File: src/rtl/button_event_queue.sv
// Button front end: syncs and debounces BTNL/BTNR, turns clean edges into event codes and queues them.
// Define BUTTON_EVENT_QUEUE_RELEASE_EVENTS_EN to queue release events as well as presses.
module button_event_queue #(
  parameter int unsigned DEBOUNCE_CYCLES = 262143,
  parameter int unsigned CNT_W           = 18,
  parameter int unsigned FIFO_DEPTH      = 4
) (
  input  logic                        clock,
  input  logic                        reset_n,
  input  logic                        btnl,
  input  logic                        btnr,
  input  logic                        ev_ready,
  input  logic                        clear_flags,
  output logic                        ev_valid,
  output logic [1:0]                  ev_code,
  output logic [$clog2(FIFO_DEPTH):0] ev_count,
  output logic                        p1_level,
  output logic                        p2_level,
  output logic                        overflow,
  output logic                        collide
);

  localparam int unsigned AW = $clog2(FIFO_DEPTH);
  localparam logic [CNT_W-1:0] CntLast = CNT_W'(DEBOUNCE_CYCLES - 1);
  localparam logic [AW:0] DepthVal = (AW+1)'(FIFO_DEPTH);

  // Index 0 is BTNL (P1), index 1 is BTNR (P2).
  logic [1:0]       raw;
  logic [1:0]       s1_q, s2_q;
  logic [1:0]       level_q, level_d, level_prev_q;
  logic [CNT_W-1:0] cnt_q [2];
  logic [CNT_W-1:0] cnt_d [2];

  assign raw = {btnr, btnl};

  always_comb begin
    for (int i = 0; i < 2; i++) begin
      level_d[i] = level_q[i];
      cnt_d[i]   = '0;
      if (s2_q[i] != level_q[i]) begin
        if (cnt_q[i] == CntLast) begin
          level_d[i] = s2_q[i];
        end else begin
          cnt_d[i] = cnt_q[i] + 1'b1;
        end
      end
    end
  end

  always_ff @(posedge clock or negedge reset_n) begin
    if (!reset_n) begin
      s1_q         <= '0;
      s2_q         <= '0;
      level_q      <= '0;
      level_prev_q <= '0;
      cnt_q[0]     <= '0;
      cnt_q[1]     <= '0;
    end else begin
      s1_q         <= raw;
      s2_q         <= s1_q;
      level_q      <= level_d;
      level_prev_q <= level_q;
      cnt_q[0]     <= cnt_d[0];
      cnt_q[1]     <= cnt_d[1];
    end
  end

  assign p1_level = level_q[0];
  assign p2_level = level_q[1];

  logic [1:0] press, edge_any, push_code;
  logic       push, collide_set;

  assign press = level_q & ~level_prev_q;

`ifdef BUTTON_EVENT_QUEUE_RELEASE_EVENTS_EN
  logic [1:0] rel_e;
  assign rel_e     = ~level_q & level_prev_q;
  assign edge_any  = press | rel_e;
  // Only one edge is live when pushing, so any release bit marks the release flag.
  assign push_code = {|rel_e, edge_any[1]};
`else
  assign edge_any  = press;
  assign push_code = {1'b0, edge_any[1]};
`endif

  assign collide_set = &edge_any;
  assign push        = ^edge_any;

  logic [AW:0] wptr_q, rptr_q;
  logic [1:0]  mem_q [FIFO_DEPTH];
  logic        full, empty, pop, push_ok, overflow_set;

  assign ev_count     = wptr_q - rptr_q;
  assign full         = (ev_count == DepthVal);
  assign empty        = (ev_count == '0);
  assign pop          = ~empty & ev_ready;
  // A pop frees the slot this cycle, so a push into a full queue still lands.
  assign push_ok      = push & (~full | pop);
  assign overflow_set = push & full & ~pop;

  always_ff @(posedge clock or negedge reset_n) begin
    if (!reset_n) begin
      wptr_q <= '0;
      rptr_q <= '0;
      for (int i = 0; i < FIFO_DEPTH; i++) mem_q[i] <= '0;
    end else begin
      if (push_ok) begin
        mem_q[wptr_q[AW-1:0]] <= push_code;
        wptr_q                <= wptr_q + 1'b1;
      end
      if (pop) rptr_q <= rptr_q + 1'b1;
    end
  end

  assign ev_valid = ~empty;
  assign ev_code  = empty ? 2'b00 : mem_q[rptr_q[AW-1:0]];

  logic overflow_q, overflow_d, collide_q, collide_d;

  always_comb begin
    overflow_d = overflow_q;
    collide_d  = collide_q;
    if (clear_flags) begin
      overflow_d = 1'b0;
      collide_d  = 1'b0;
    end
    if (overflow_set) overflow_d = 1'b1;
    if (collide_set)  collide_d  = 1'b1;
  end

  always_ff @(posedge clock or negedge reset_n) begin
    if (!reset_n) begin
      overflow_q <= 1'b0;
      collide_q  <= 1'b0;
    end else begin
      overflow_q <= overflow_d;
      collide_q  <= collide_d;
    end
  end

  assign overflow = overflow_q;
  assign collide  = collide_q;

endmodule

File: config.mk
export PLATFORM = sky130hd
export DESIGN_NAME = button_event_queue
export DESIGN_NICKNAME = d
export VERILOG_FILES = /design/src/rtl/button_event_queue.sv
export SDC_FILE = /design/constraint.sdc
export NUM_CORES = 1
export LEC_CHECK = 0
export ABC_AREA = 1
export BUFFER_PORTS_ARGS = -buffer_cell sky130_fd_sc_hd__buf_2
export CAP_MARGIN = 10
export CORE_ASPECT_RATIO = 1.25
export CORE_MARGIN = 5
export CORE_UTILIZATION = 40
export CTS_BUF_LIST = sky130_fd_sc_hd__clkbuf_4 sky130_fd_sc_hd__clkbuf_8 sky130_fd_sc_hd__clkbuf_16
export DETAILED_ROUTE_END_ITERATION = 7
export GPL_TIMING_DRIVEN = 1
export SYNTH_ARGS = -nofsm -noshare
export SYNTH_HDL_FRONTEND = slang
export SYNTH_SLANG_ARGS = --single-unit
File: constraint.sdc
create_clock -name clock -period 5.4 [get_ports clock]
set_input_delay 0 -clock clock [delete_from_list [all_inputs] [get_ports clock]]
set_output_delay 0 -clock clock [all_outputs]
set_load 0.02 [all_outputs]
* After elaboration in Yosys (flattened, before gate mapping)
Cells that the tools add are included. Widths: inputs -> output; s select.
Storage, ports and cells: input port bits 6, memory bits (writable) 0, bits in read-only memories 0, output and inout bits 10, memories kept 0, flip-flop bits (word level) 60, logic and storage cells 62, bits in latches 0
Cells by class: div/mod/pow operators 0, equality and inequality tests 5, $lt $le $gt $ge 3, reduce and logical (&&, ||, !) cells 8, multipliers 0, shift operators 0, add/sub/neg operators 5, muxes and demuxes 14, bitwise logic cells 12
Operator list (count):
- $mux 18 | 4
- $add 18x1->18 const B | 2
- $eq 18x18->1 const B | 2
- $bwmux 8 | 1
- $mux 2 | 4
- $add 3x1->3 const B | 2
- $ge 3x3->1 const B | 2
- $not 2->3 | 2
- $reduce_and 2->1 | 3
- $and 1x1->1 | 4
- $bmux 2 s2 | 1
- $demux 2 s2 | 1
- $reduce_bool 2->1 | 2
- $eq 3x3->1 const B | 1
- $logic_not 3->1 | 1
- $lt 3x1->1 const B | 1
- $mux 1 | 3
- $not 1->1 | 3
- $sub 3x3->3 | 1
- $and 2x2->2 | 1
- $ne 1x1->1 | 2
- $not 2->2 | 1
- $reduce_xor 2->1 | 1
- $logic_and 1x1->1 | 1
- $or 1x1->1 | 1

* Logic depth before layout (Yosys ltp)
Gate-level depths: netlist of run 1.
depth in word-level cells 7, gate-level depth with buffers 11, mapped depth without buffers 11

* Worst setup path after synthesis of run 1
No wires, ideal clock.
kind reg-to-reg, start point reg wptr_q[0], end point reg rptr_q[0], setup time 0.116 ns, arrival time 1.855 ns, data required time 5.284 ns, buffers on the path 0, setup slack 3.428 ns, cell stages (with the launch flop) 10, clock period less this slack 1.972 ns, path through dfrtp_1 inv_1 ha_1 fa_1 nand2_1 nand3b_1 nand2_1 inv_1 nand2_1 nand2_1
Between the ends: cells in the longest elaborated chain, start to end 4
Ends and longest elaborated chain:
- start: declaration | RTL line 90 | logic [AW:0] wptr_q, rptr_q;
- start signal: assignment | RTL line 110 | wptr_q <= wptr_q + 1'b1;
- $sub 3x3->3 | RTL line 94 | assign ev_count = wptr_q - rptr_q;
- $logic_not 3->1 | RTL line 96 | assign empty = (ev_count == '0);
- $not 1->1
- net ev_valid | RTL line 14 | output logic ev_valid,
- $and 1x1->1 | RTL line 97 | assign pop = ~empty & ev_ready;
- end signal: assignment | RTL line 112 | if (pop) rptr_q <= rptr_q + 1'b1;
- end: declaration | RTL line 90
The timed path passes the listed nets, and every way through them passes these cells. A chain may end at the register's enable or synchronous reset.

* Worst setup path after layout of run 1
start point reg wptr_q[0], end point out ev_code[0]
Between the ends: cells in the longest elaborated chain, start to end 3
Ends and longest elaborated chain:
- $sub 3x3->3 | RTL line 94
- $logic_not 3->1 | RTL line 96
- $mux 2 | RTL line 117 | assign ev_code = empty ? 2'b00 : mem_q[rptr_q[AW-1:0]];
- end: declaration | RTL line 15 | output logic [1:0] ev_code,
Every way passes these cells.

==> results of run 1 <==
-- metal layers --
layer | vias up | track usage, % | share of wire, %
met3 | 8 | 2.986 | 2.6
met5 | - | 0 | 0
met4 | 0 | 3.456 | 1.3
li1 | 1233 | - | -
met2 | 20 | 23.28 | 48
met1 | 1087 | 15.69 | 48
-- repair_timing --
item	in CTS	in global routing
hold endpoints to repair	60	0
hold buffers	4	0
setup buffers	0	0
-- through the flow --
step                power (mW)  hold WS, ns  setup slack [ns]  cell area (um2)  util (%)
floorplan               0.4523      -0.2956             3.428             3054         -
global placement        0.4655       0.1086             3.493             3213     43.42
detailed placement      0.4658       0.1097             3.412             3213     43.42
CTS                     0.7056      0.02057             3.299             3346     45.21
global route            0.7244      0.03767             3.188             3346     45.21
finish                  0.6920      0.03060             3.317             3346     45.21
-- state kept, by name, summed over array words and instances (netlist names) --
| register | flops |
|---|---|
| cnt_q | 36 |
| s1_q | 2 |
| rptr_q | 3 |
| wptr_q | 3 |
| level_q | 2 |
| mem_q | 4 |
| s2_q | 2 |
| collide | 1 |
| level_prev_q | 2 |
| overflow | 1 |
-- power groups by stage --
stage	Combinational (mW)	Clock, mW	Sequential, mW
finish	0.0293	0.234	0.429
global placement	0.0282	0	0.437
floorplan	0.0161	0	0.436
CTS	0.0308	0.246	0.429
global route	0.0350	0.259	0.430
detailed placement	0.0284	0	0.437
-- how the worst max path moves through the flow --
stage,startpoint,end
detailed placement,wptr_q[0],wptr_q[0]
CTS,wptr_q[0],ev_code[0]
floorplan,wptr_q[0],rptr_q[0]
global placement,wptr_q[0],wptr_q[0]
finish,wptr_q[0],ev_code[0]
global route,wptr_q[0],ev_code[0]
-- cells in the final DEF, fill, tap and decap left out, drive strengths merged --
master and n:
nor2 81, o21ai 8, xnor2 11, dlygate4sd3 4, o32ai 1, nor3 8, a21oi 5, clkinv 1
clkinvlp 1, xor2 10, ha 11, conb 1, inv 48, buf 15, fa 1, nand3 24
nand2 96, nand4 11, dfrtp 56, o21bai 2, nand3b 4, nor3b 1, clkbuf 6
-- cell type report --
cell class	instances	area (um2)	share of cell area [%]
Clock buffer	6	76.32	2.281
Clock inverter	2	16.27	0.4862
Inverter	48	180.2	5.385
Multi-Input combinational cell	275	1439	43.01
Sequential cell	56	1401	41.88
Tap cell	92	115.1	3.441
Timing Repair Buffer	19	117.6	3.515
-- logic make-up (layout without fill, tap and decap cells) --
group                    after synthesis  in the layout  synth area share, %
AND/OR/NAND/NOR                      225            225                32.90
adder cells (fa/ha/maj)               12             12                5.162
other                                  1              1               0.1228
flip-flops                            56             56                45.88
AO/OA/AOI/OAI                         16             16                2.908
buffers and inverters                 52             75                7.005
XOR/XNOR                              21             21                6.022
-- worst max-delay path: cells and delay by family, from the launching register on --
family | cells | cell delay (ns)
fa+ha+maj | 2 | 0.73
flops | 1 | 0.41
simple gates | 3 | 0.36
buf+inv | 3 | 0.28
-- cells in the mapped netlist, drive strengths merged (2+ instances only) --
cell	instances
nand3	24
inv	48
nand2	96
o21bai	2
nor2	81
dfrtp	56
nand4	11
a21oi	5
xor2	10
nor3	8
ha	11
o21ai	8
buf	4
xnor2	11
nand3b	4
==> metrics.csv, run 1 <==
metric,value,unit
via count,2348,
worst vdd ir,0.1265,mV
Avg WL per Cell,11.27,um
LEAKAGE,1.590,nW
R2R setup slack,3.41,ns
Placed Cells,486,
CTS H-Tree Depth,2,
Setup CP Type,reg -> out,
Hold Crit Endpoint,rptr_q[2],
total global-route track usage,13.09,%
DRC Markers,0,
hold_sp,ev_ready,
number of synthesized flops with an enable pin,0,
"Seq/Total Area, Yosys",45.88,%
Root Buffer,clkbuf_8,
die width,88.16,um
Die H,107.7,um
data required time of the worst path,5.40,ns
vias in the first global route,2393,
worst r2r src,wptr_q[0],
DP Wirelength,4.229,mm
Internal,0.5309,mW
# diodes,0,
initial core utilization,41.27,%
top post-synthesis cells by area,"dfrtp_1 46%, nand2_1 11%, nor2_1 9.3%",
synthesis warning total,0,
unrepaired setup endpoints after global routing,no,
vias per cell,4.715,
Comb pwr share,4.2,%
syn avg cell area,7.974,um2
TritonCTS Buffers,5,
syn nets,401,
"Slew Viols, Final",0,
worst path cell trace,"inv_1, ha_1, fa_1, nand2_1, nand3b_1, nand2_1, inv_1, buf_2",
CP Launch Type,register,
Mapped Area,3054,um2
pwr/cell area,206.8,nW/um2
R2R cell count,10,
power share of the clock group,33.8,%
IO Port Bufs,14,
Synth top area share,45.88,%
worst endpoint data arrival time,2.08,ns
Area growth syn-to-layout,9.545,%
Syn Inst Count,383,
crit share post-route,38.58,%
first-pass GRT wire length,10.09,mm
Switching Fraction,23.27,%
clk buf depth,2,
Yosys reg bits,56,
Yosys top cell by area,dfrtp_1,
CTS tree,yes,
FF-to-FF End,wptr_q[0],
Clock Pin Slew Worst Setup and Hold Paths,0.10,ns
nets@finish,423,
Iter 0 DRT Violations,76,
Worst slew margin,52.25,%
final cell count without fillers,498,
drt first pass iters,4,
Top-Level Pins,16,
Setup TNS,0,ns
CP Max Fanout,4,
worst-skew pair later-pin latency,0.31,ns
cts repair resizes,0,
Layout fillers,747,
switching power,0.1610,mW
die area,9494,um2
f_max,480.0,MHz
minimum clock period,2.083,ns
worst hold-check path type,in -> reg,
clock tree sinks,56,
"Distinct cells, synth",30,
outcome,completed,
Core ar.,7401,um2
"FFs w/ async S/R, synth",100.0,%
largest net degree at the start of global routing,57,
max cap viols,0,
Hold Crit Depth,3,
total grt overflow,0,
# rows,35,
Worst Clk Skew,0.01172,ns
initial antenna violation count,0,
Final ANT Viol Nets,0,
Final Hold Viols,0,
slew of the pin with the lowest slew margin,0.7163,ns
Final GP Congestion,0.8463,
max incr delay on CP,0.51,ns
layout cells sized above 1,9.113,%
crit path max-delay cell type,fa_1,
Final setup viols,0,
Post-synth top flop,dfrtp_1,
share of power burned in registers,62.0,%
CP Capture Type,output port,
drt total wl,5.612,mm
(Power assumes the default switching activity.)
==> run 2: changes to the inputs <==
Clock period 5.4 ns to 1.7 ns, I/O delays scaled along.
==> run 2 against run 1 <==
  * The run now ends with negative setup slack left
  * Core utilization increased by 3.3 points
  * Register-to-register slack got worse by 3.6 ns
  * Clock skew increased by 0.0013 ns
  * Worst hold slack improved by 0.18 ns
  * Cell area increased by 7.4%
  * Worst setup slack got worse by 3.6 ns
  * Critical path depth unchanged
  * Sequential share of layout area decreased by 2.9 points
  * Total power increased to 3.3 times the previous value
  * Count of clock-buffer cells in the layout increased by 1
  * Global-route usage increased by 0.99 points
  * Largest cell class unchanged
==> metrics.csv, run 2 (same netlist as run 1, synthesis figures left out) <==
metric,value,unit,change
CTS H-Tree Depth,2,,unchanged
Root Buffer,clkbuf_8,,unchanged
LEAKAGE,1.689,nW,was 1.590 nW
worst endpoint data arrival time,2.01,ns,was 2.08 ns
worst-skew pair later-pin latency,0.31,ns,about the same
IO Port Bufs,14,,unchanged
Avg WL per Cell,11.73,um,was 11.27 um
max reg flops,36,,unchanged
Final Hold Viols,0,,unchanged
pwr/cell area,628.6,nW/um2,was 206.8 nW/um2
largest net degree at the start of global routing,24,,was 57
Area growth syn-to-layout,17.62,%,was 9.545%
Final ANT Viol Nets,0,,unchanged
total global-route track usage,14.08,%,was 13.09%
"commonest non-fill, non-tap cell in the layout",nand2_1,,unchanged
Placed Cells,498,,was 486
first-pass GRT wire length,10.65,mm,was 10.09 mm
die area,9494,um2,unchanged
Setup CP Type,reg -> out,,unchanged
die width,88.16,um,unchanged
Top reg by flops,cnt_q,,unchanged
drt total wl,6.052,mm,was 5.612 mm
DRC Markers,0,,unchanged
unrepaired setup endpoints after global routing,yes,,was no
DP Wirelength,4.620,mm,was 4.229 mm
post-layout worst setup margin,-0.3146,ns,was 3.317 ns
worst path cell trace,"ha_4, fa_1, nand2_1, nand3b_1, buf_4, nand2_1, inv_1, buf_6",,"was inv_1, ha_1, fa_1, nand2_1, nand3b_1, nand2_1, inv_1, buf_2"
initial antenna violation count,0,,unchanged
crit path max-delay cell type,fa_1,,unchanged
Overall Power,2.258,mW,was 0.6920 mW
drt first pass iters,4,,unchanged
via count,2427,,was 2348
CP Capture Type,output port,,unchanged
CTS tree,yes,,unchanged
# diodes,0,,unchanged
vias in the first global route,2353,,was 2393
f_max,496.4,MHz,
CP most frequent cell,nand2_1,,
Die H,107.7,um,unchanged
# rows,35,,unchanged
minimum clock period,2.015,ns,
Iter 0 DRT Violations,54,,was 76
clk buf depth,2,,unchanged
CP Max Fanout,2,,was 4
worst vdd ir,0.3348,mV,was 0.1265 mV
Worst Clk Skew,0.01301,ns,was 0.01172 ns
final cell count without fillers,516,,was 498
max cap viols,0,,unchanged
max incr delay on CP,0.50,ns,was 0.51 ns
layout cells sized above 1,16.27,%,was 9.113%
failing checks,negative setup slack,,
data required time of the worst path,1.70,ns,was 5.40 ns
most frequent cells in the layout,"88 x nand2_1, 74 x nor2_1, 56 x dfrtp_1",,"was 92 x nand2_1, 76 x nor2_1, 56 x dfrtp_1"
outcome,finished with violations,,was completed
"Slew Viols, Final",0,,unchanged
TritonCTS Buffers,5,,unchanged
vias per cell,4.703,,was 4.715
Top-Level Pins,16,,unchanged
total grt overflow,0,,unchanged
biggest registers after layout,"cnt_q (36), mem_q (4)",,unchanged
Worst slew margin,61.36,%,was 52.25%
clock tree sinks,56,,unchanged
crit share post-route,118.5,%,
Final setup viols,13,,was 0
Final GP Congestion,0.8666,,was 0.8463
Post-Place Setup Slack,-0.1121,ns,was 3.412 ns
slew of the pin with the lowest slew margin,0.5796,ns,was 0.7163 ns
nets@finish,441,,was 423
Clock Pin Slew Worst Setup and Hold Paths,0.10,ns,about the same
initial core utilization,41.27,%,unchanged
CP Launch Type,register,,unchanged
worst hold-check path type,in -> async,,was in -> reg
Core ar.,7401,um2,unchanged
==> run 2: path summary, 6_finish.rpt <==
check / end / slack (ns) / startpoint / depth (start not counted)
max: ev_code[0] / -0.31 / rptr_q[0] / 8
min reg2reg: s2_q[0] / 0.37 / s1_q[0] / 0
min in group clock: s1_q[1] / 0.33 / btnr / 2
max in group asynchronous: cnt_q[22] / 0.90 / reset_n / 3
max reg2reg: wptr_q[1] / -0.14 / rptr_q[0] / 10
min: cnt_q[31] / 0.21 / reset_n / 2
==> run 2: worst max-delay path: cells and delay by family (launching register included) <==
kind,cells,cell delay [ns]
buffers and inverters,3,0.32
adder cells (fa/ha/maj),2,0.67
flip-flops,1,0.42
AND/OR/NAND/NOR,3,0.30
==> run 2: where the power goes <==
part           leakage (nW)  internal [mW]  switching [mW]
registers             0.768           1.35          0.0138
clock network        0.0479          0.348           0.430
logic                 0.873         0.0452          0.0730
==> run 2: per-stage QoR <==
| step | instance area (um2) | hold slack (ns) | TNS, ns | utilization (%) |
|---|---|---|---|---|
| after CTS | 3525 | 0.2295 | -1.038 | 47.62 |
| final | 3592 | 0.2088 | -1.287 | 48.54 |
| after global routing | 3592 | 0.2770 | -2.499 | 48.54 |
| after detailed placement | 3343 | 0.04119 | -0.3485 | 45.17 |
| after global placement | 3343 | 0.03587 | -0.1682 | 45.17 |
| after floorplan | 3069 | -0.2956 | -0.7178 | - |
==> run 2: final cells by class <==
cell class	count	area, um2
Timing Repair Buffer	36	291.5
Clock inverter	1	7.507
Sequential cell	56	1401
Inverter	48	182.7
Clock buffer	7	90.09
Tap cell	92	115.1
Fill cell	721	3809
Multi-Input combinational cell	276	1504
==> run 2: what timing repair did <==
action,in CTS,in global routing
pin swaps,0,2
gates cloned,0,1
gates resized for setup,7,14
setup endpoints to repair,12,27
hold buffers,5,0
setup buffers,2,2
hold endpoints to repair,26,0
==> run 2: routing by layer <==
layer / vias to the layer above / GRT usage (%) / wire length (um)
li1: 1278 / - / -
met1: 1120 / 17.93 / 2735
met5: - / 0 / 0
met2: 21 / 24.14 / 3075
met4: 0 / 3.672 / 85
met3: 8 / 2.833 / 157
